<file path="config.mk">
export PLATFORM = sky130hd
export DESIGN_NAME = sw_debounce_detect
export DESIGN_NICKNAME = d
export VERILOG_FILES = /design/src/rtl/sw_debounce_detect_pkg.sv /design/src/rtl/sw_debounce_detect_debounce_bit.sv /design/src/rtl/sw_debounce_detect.sv
export SDC_FILE = /design/constraint.sdc
export NUM_CORES = 1
export LEC_CHECK = 0
export ABC_AREA = 1
export ABC_CLOCK_PERIOD_IN_PS = 1300
export CORE_UTILIZATION = 57
export CTS_BUF_LIST = sky130_fd_sc_hd__clkbuf_4 sky130_fd_sc_hd__clkbuf_8
export DETAILED_ROUTE_END_ITERATION = 16
export PLACE_DENSITY_LB_ADDON = 0.1
export SLEW_MARGIN = 20
export SYNTH_ARGS = -nofsm -noshare
export SYNTH_HDL_FRONTEND = slang
export SYNTH_SLANG_ARGS = --single-unit
</file>
<file path="constraint.sdc">
create_clock -name CLOCK_50 -period 1.3 [get_ports CLOCK_50]
set_clock_uncertainty 0.15 [all_clocks]
set_input_delay 0.195 -clock CLOCK_50 [delete_from_list [all_inputs] [get_ports CLOCK_50]]
set_output_delay 0.195 -clock CLOCK_50 [all_outputs]
set_load 0.05 [all_outputs]
</file>
<file path="src/rtl/sw_debounce_detect_pkg.sv">
// Shared defaults for the switch/button conditioning block.
// DEF_DEBOUNCE_CYC is 10 ms at 50 MHz (DE1-SoC CLOCK_50); DEF_CNT_W is wide enough to hold it.
package sw_debounce_detect_pkg;

   localparam int unsigned DEF_WIDTH        = 3;
   localparam int unsigned DEF_DEBOUNCE_CYC = 500000;
   localparam int unsigned DEF_CNT_W        = 19;

endpackage : sw_debounce_detect_pkg

</file>
<file path="src/rtl/sw_debounce_detect_debounce_bit.sv">
// Single-bit conditioner: 2-FF synchroniser, hold-time debounce counter,
// debounced level and one-cycle rise/fall pulses.
//  clk     in  system clock, rising edge
//  rst_n   in  asynchronous active-low reset
//  raw     in  asynchronous switch/button level
//  stable  out debounced level
//  rise    out 1-cycle pulse on stable 0->1
//  fall    out 1-cycle pulse on stable 1->0
module sw_debounce_detect_debounce_bit
   import sw_debounce_detect_pkg::*;
#(
   parameter int unsigned DEBOUNCE_CYC = DEF_DEBOUNCE_CYC,
   parameter int unsigned CNT_W        = DEF_CNT_W
) (
   input  logic clk,
   input  logic rst_n,
   input  logic raw,
   output logic stable,
   output logic rise,
   output logic fall
);

   localparam logic [CNT_W-1:0] CNT_LAST = CNT_W'(DEBOUNCE_CYC - 1);

   logic             sync1_q, sync1_d;
   logic             sync2_q, sync2_d;
   logic             stable_q, stable_d;
   logic             rise_q, rise_d;
   logic             fall_q, fall_d;
   logic [CNT_W-1:0] cnt_q, cnt_d;

   // Next-state: count consecutive cycles the synchronised level differs from stable.
   always_comb begin
      sync1_d  = raw;
      sync2_d  = sync1_q;
      stable_d = stable_q;
      rise_d   = 1'b0;
      fall_d   = 1'b0;
      cnt_d    = '0;
      if (sync2_q != stable_q) begin
         if (cnt_q == CNT_LAST) begin
            // Level held long enough: accept it and restart the count from 0.
            stable_d = sync2_q;
            rise_d   = sync2_q;
            fall_d   = ~sync2_q;
         end else begin
            cnt_d = cnt_q + CNT_W'(1);
         end
      end
   end

   // State registers.
   always_ff @(posedge clk or negedge rst_n) begin
      if (!rst_n) begin
         sync1_q  <= 1'b0;
         sync2_q  <= 1'b0;
         stable_q <= 1'b0;
         rise_q   <= 1'b0;
         fall_q   <= 1'b0;
         cnt_q    <= '0;
      end else begin
         sync1_q  <= sync1_d;
         sync2_q  <= sync2_d;
         stable_q <= stable_d;
         rise_q   <= rise_d;
         fall_q   <= fall_d;
         cnt_q    <= cnt_d;
      end
   end

   assign stable = stable_q;
   assign rise   = rise_q;
   assign fall   = fall_q;

endmodule : sw_debounce_detect_debounce_bit

</file>
<file path="src/rtl/sw_debounce_detect.sv">
// Conditions raw slide-switch / pushbutton levels: per-bit sync + debounce + edge detect,
// plus a registered all-ones detect with a one-cycle arm pulse.
//  CLOCK_50    in  system clock, rising edge
//  resetn      in  asynchronous active-low reset
//  raw_in      in  [WIDTH] asynchronous switch/button levels
//  stable      out [WIDTH] debounced levels
//  rise        out [WIDTH] 1-cycle pulse per bit on stable 0->1
//  fall        out [WIDTH] 1-cycle pulse per bit on stable 1->0
//  all_on      out registered &stable
//  all_on_arm  out 1-cycle pulse on all_on 0->1
module sw_debounce_detect
   import sw_debounce_detect_pkg::*;
#(
   parameter int unsigned WIDTH        = DEF_WIDTH,
   parameter int unsigned DEBOUNCE_CYC = DEF_DEBOUNCE_CYC,
   parameter int unsigned CNT_W        = DEF_CNT_W
) (
   input  logic             CLOCK_50,
   input  logic             resetn,
   input  logic [WIDTH-1:0] raw_in,
   output logic [WIDTH-1:0] stable,
   output logic [WIDTH-1:0] rise,
   output logic [WIDTH-1:0] fall,
   output logic             all_on,
   output logic             all_on_arm
);

   logic all_on_q, all_on_d;
   logic all_on_arm_q, all_on_arm_d;

   // One independent conditioner per input bit.
   for (genvar i = 0; i < WIDTH; i++) begin : g_bit
      sw_debounce_detect_debounce_bit #(
         .DEBOUNCE_CYC (DEBOUNCE_CYC),
         .CNT_W        (CNT_W)
      ) u_bit (
         .clk    (CLOCK_50),
         .rst_n  (resetn),
         .raw    (raw_in[i]),
         .stable (stable[i]),
         .rise   (rise[i]),
         .fall   (fall[i])
      );
   end

   // Arm fires only when all_on is about to go 0->1, so a held all-ones gives one pulse.
   always_comb begin
      all_on_d     = &stable;
      all_on_arm_d = all_on_d & ~all_on_q;
   end

   always_ff @(posedge CLOCK_50 or negedge resetn) begin
      if (!resetn) begin
         all_on_q     <= 1'b0;
         all_on_arm_q <= 1'b0;
      end else begin
         all_on_q     <= all_on_d;
         all_on_arm_q <= all_on_arm_d;
      end
   end

   assign all_on     = all_on_q;
   assign all_on_arm = all_on_arm_q;

endmodule : sw_debounce_detect
</file>
# After elaboration in Yosys (flattened, before gate mapping)
# Index checks and enable logic that the tools add are counted.
[word_totals]
in_bits = 5
latch_bits = 0
mem_count = 0
output_inout_bits = 11
reg_bits = 74
mem_bits_rw = 0
mem_bits_ro = 0
word_cells = 56
[op_classes]
n_mux = 18
n_div = 0
bitwise = 5
n_reduce_logical = 4
order_cmp = 0
shift = 0
n_addsub = 3
n_eq_ne = 6
n_mul = 0
[ops]
columns = ["op", "count"]
rows = [
  ["$mux 19", 6],
  ["$add 19x1->19 const B", 3],
  ["$eq 19x19->1 const B", 3],
  ["$mux 1", 12],
  ["$reduce_and 2->1", 3],
  ["$not 1->1", 4],
  ["$ne 1x1->1", 3],
  ["$reduce_and 3->1", 1],
  ["$and 1x1->1", 1],
]

# Longest topological paths before layout
[depth]
ltp_word = 3
depth_mapped = 9

# Modules after synthesis
# Synthesis repeated with hierarchy kept, for this count alone.
[unflattened]
hier_cells = 467
hier_area_um2 = 3819.9
[by_module_without_submodules]
columns = ["module", "area_per_inst_um2", "instances", "cells_per_inst"]
rows = [
  ["sw_debounce_detect_debounce_bit", 1249.9, 3, 154],
  ["sw_debounce_detect", 70.1, 1, 5],
]

# Worst setup path after synthesis
# OpenSTA, ideal clock, no wires.
[synth_timing]
path_kind = "register to register"
from = "register g_bit[2].u_bit.cnt_q[0]"
to = "register g_bit[2].u_bit.cnt_q[18]"
path_buffers = 0
synth_period_minus_slack_ns = 1.421
path_stages_with_launch = 9
setup_slack_ns = -0.121
arrival_ns = 1.154
t_required_ns = 1.033
path_cell_list = "dfrtp_1 -> ha_1 -> nand2_1 -> nor2_2 -> nand3_1 -> nor2_1 -> nand2_1 -> nand2_1 -> nor2_1"
[synth_between]
elab_chain_cells = 3
elab_cells_between_ends = 4
[synth_rtl]
columns = ["element", "line_no", "source"]
rows = [
  ["start, declared", "sw_debounce_detect_debounce_bit.sv:30", "logic [CNT_W-1:0] cnt_q, cnt_d;"],
  ["start signal, assigned", "sw_debounce_detect_debounce_bit.sv:67", "cnt_q <= cnt_d;"],
  ["$add 19x1->19 or $eq 19x19->1 (tied branches)", "sw_debounce_detect_debounce_bit.sv:47, sw_debounce_detect_debounce_bit.sv:41", ""],
  ["$mux 19 (*)", "sw_debounce_detect_debounce_bit.sv:41", "if (cnt_q == CNT_LAST) begin"],
  ["$mux 19 (*)", "sw_debounce_detect_debounce_bit.sv:40", "if (sync2_q != stable_q) begin"],
  ["via g_bit[2].u_bit.cnt_d[18]", "sw_debounce_detect_debounce_bit.sv:30", ""],
]
# The timed path passes the listed nets; every way through them passes the cells marked *.
# A chain may end at the register's enable or synchronous reset.

# Worst setup path in the final report
[layout_timing]
from = "register g_bit[1].u_bit.cnt_q[16]"
to = "register g_bit[1].u_bit.cnt_q[17]"
[layout_between]
elab_chain_cells = 3
elab_cells_between_ends = 4
[layout_rtl]
columns = ["element", "line_no"]
rows = [
  ["start, declared", "sw_debounce_detect_debounce_bit.sv:30"],
  ["start signal, assigned", "sw_debounce_detect_debounce_bit.sv:67"],
  ["$add 19x1->19 or $eq 19x19->1 (tied branches)", "sw_debounce_detect_debounce_bit.sv:47, sw_debounce_detect_debounce_bit.sv:41"],
  ["$mux 19 (*)", "sw_debounce_detect_debounce_bit.sv:41"],
  ["$mux 19 (*)", "sw_debounce_detect_debounce_bit.sv:40"],
  ["via g_bit[1].u_bit.cnt_d[17]", "sw_debounce_detect_debounce_bit.sv:30"],
]
# Marked as above.

==> run metrics <==
Combinational Power Share 7.4%; Post-Syn Instances 513; core footprint 0.00679 mm^2; clock network power share 41.7%; FP Rows 30; Buffers on Ports 15; first-pass GRT wire length 18.8 mm; Total Routing Usage GR 33.1%; Routed WL 15.0 mm; post-synthesis area per instance 7.81 um^2; DRT antenna net count 0; count of final hold-check violations 0; f_max 0.580 GHz; RR Startpoint g_bit[1].u_bit.cnt_q[16]; CTS Buffer Depth 2; Synth top area share 46.2%; VDD IR max 0.000827 V; RSZ-0062 raised after global routing true; Relative slew margins 82.4%; fill cell total of the finished layout 238; FF+latch count, synth 74; Starting DRT DRC Count 508; vias post-DR 4,469; max-slew violation count 0; worst r2r path cells 7; top-count cell post-synth nor2_1; Worst Setup End Kind flop; post-synthesis sequential area ratio 46.2%; post-DR wirelength/cell 19.9 um; Die Footprint 0.00737 mm^2; Post-synth ARST share 100%; Tmin final 1.72 ns; largest net degree at the start of global routing 31; sequential group share of total power 50.9%; clock latency on the worst-skew pair 0.37 ns; CP startpoint kind flop; Post-DP HPWL 6.55 mm; P_sw 1270 uW; DRT Pass-1 Iters 7; vias in the first global route 4,031; critical path type reg2reg; Final #Nets 660; PwrDens 751 mW/mm^2; failing checks setup timing; Finished Core Util 91.4%; Post-synth EDFFs 0; DRC viols 0; leakage 0.00281 uW; post-route clock period utilization 133%; CTS tree built; WP data arrival 1.84 ns; Die Y 85.8 um; Die X 85.8 um; Post-synth top flop dfrtp_1; Setup-failing EPs final 69; Area growth, synth to finish 55.0%; Starting Density 59.0%; Synth cell types 31; # Max-Cap Violations 0; Setup crit start g_bit[1].u_bit.cnt_q[16]; worst endpoint required time 1.41 ns; total grt overflow 0; syn_nets 521; Clk Tree Root Cell clkbuf_8; status finished with violations; Syn Std Cell Area 0.00401 mm^2; worst setup margin -0.424 ns; I/O pin count 16; dominant cell type by area after synthesis dfrtp_1; Area contributors post-synth dfrtp_1 (46%), nor2_1 (13%), nand2_1 (8.5%); worst hold path type in2async; CP Max Fanout 8; Worst Max-Slew Pin Slew 0.263 ns; n_diodes 0; htree depth 3; share of layout cells above drive strength 1 45.4%; initial antenna violation count 0; Pint 3390 uW; Ys Warns 0; placer congestion estimate 0.895; cts bufs inserted 9; Clock transition at path regs 0.10 ns; Place WS -0.216 ns; register area 0.00186 mm^2; Sink Count 74; top post-synthesis cells by count nor2_1 (137), nand2_1 (91), dfrtp_1 (74); Sw Share 27.3%; multi-input logic area 0.00248 mm^2; routed vias/inst 5.93
## power groups by stage
stage / clock network (uW) / registers (uW) / logic (uW)
after global placement: 0 / 2400 / 207
after floorplan: 0 / 2400 / 83.4
final: 1940 / 2370 / 343
after detailed placement: 0 / 2400 / 214
after global routing: 2010 / 2380 / 374
after CTS: 1870 / 2370 / 269
## worst paths after layout
kind,slack [ns],to
worst max-delay path,-0.42,g_bit[1].u_bit.cnt_q[17]
min in group CLOCK_50,0.10,g_bit[0].u_bit.sync1_q
worst max register to register,-0.42,g_bit[1].u_bit.cnt_q[17]
worst min-delay path,0.08,g_bit[0].u_bit.rise
max in group asynchronous,0.45,g_bit[1].u_bit.cnt_q[9]
worst min register to register,0.20,g_bit[2].u_bit.sync2_q
## cell families (layout without fill, tap and decap cells)
family | Yosys count | after routing | share of synthesized area (%)
buffers and inverters | 64 | 208 | 6.93
xor gates and xnor gates | 27 | 27 | 5.90
adders and majority gates | 3 | 3 | 0.937
DFF | 74 | 74 | 46.2
AOI/OAI and AO/OA | 21 | 21 | 2.97
and+or+nand+nor | 324 | 324 | 37.0
## state kept, by name (all words and copies together) (netlist names)
name and flops:
g_bit.u_bit.fall 3, g_bit.u_bit.stable 3, all_on_arm 1, all_on 1, g_bit.u_bit.sync2_q 3, g_bit.u_bit.sync1_q 3, g_bit.u_bit.cnt_q 57, g_bit.u_bit.rise 3
## routing by layer
layer	global-route usage (%)	up-vias	wire, um
li1	-	1872	-
met1	39.2	2071	5270
met3	6.64	138	1420
met5	0	-	0
met4	15.6	0	1090
met2	57.9	388	7210
## through the flow
stage / setup TNS [ns] / area [um^2] / instances / total power, uW / hold WS (ns)
final: -14.96 / 6210 / 753 / 4660 / 0.0754
after global routing: -18.45 / 6210 / 753 / 4760 / 0.0973
after CTS: -6.39 / 5780 / 739 / 4510 / 0.0661
after detailed placement: -7.05 / 5040 / 697 / 2610 / -0.0877
after global placement: -4.52 / 5040 / 697 / 2600 / -0.0894
after floorplan: -1.40 / 4090 / 513 / 2480 / -0.251
## cell usage in the layout (no fill, tap or decap), drive strengths merged, types with 4 or more instances in the layout
master,Yosys,routed
inv,52,53
xor2,18,18
a21oi,10,10
nor3b,4,4
o21ai,8,8
nand2,103,103
nor3,5,5
nor2,163,163
clkinv,0,4
nand3,37,37
clkbuf,0,9
dfrtp,74,74
xnor2,9,9
nand4,6,6
buf,12,136
## cell type report
type | instances | area share (%)
multi-input cells | 375 | 40.0
flip-flops and latches | 74 | 30.0
repair buffers | 140 | 21.3
inverters | 52 | 3.47
clock buffers | 9 | 1.99
well taps | 96 | 1.93
clock inverters | 7 | 1.25
## worst max-delay path: stages, from the launching register on
cell and delay [ns]:
dfrtp_1 0.42, nand2_1 0.17, inv_1 0.14, nand2_1 0.10, nor2_2 0.15, nand3_4 0.22
nand2_8 0.20, nor2_2 0.06
## repair_timing
item,4_1_cts,5_1_grt
endpoints found under the hold margin,74,0
hold buffers,1,0
gates cloned,0,1
setup buffers,25,13
pin swaps,35,46
gates resized for setup,81,78
endpoints found under the setup margin,66,73
No activity file was read; power rests on OpenSTA's default activity.
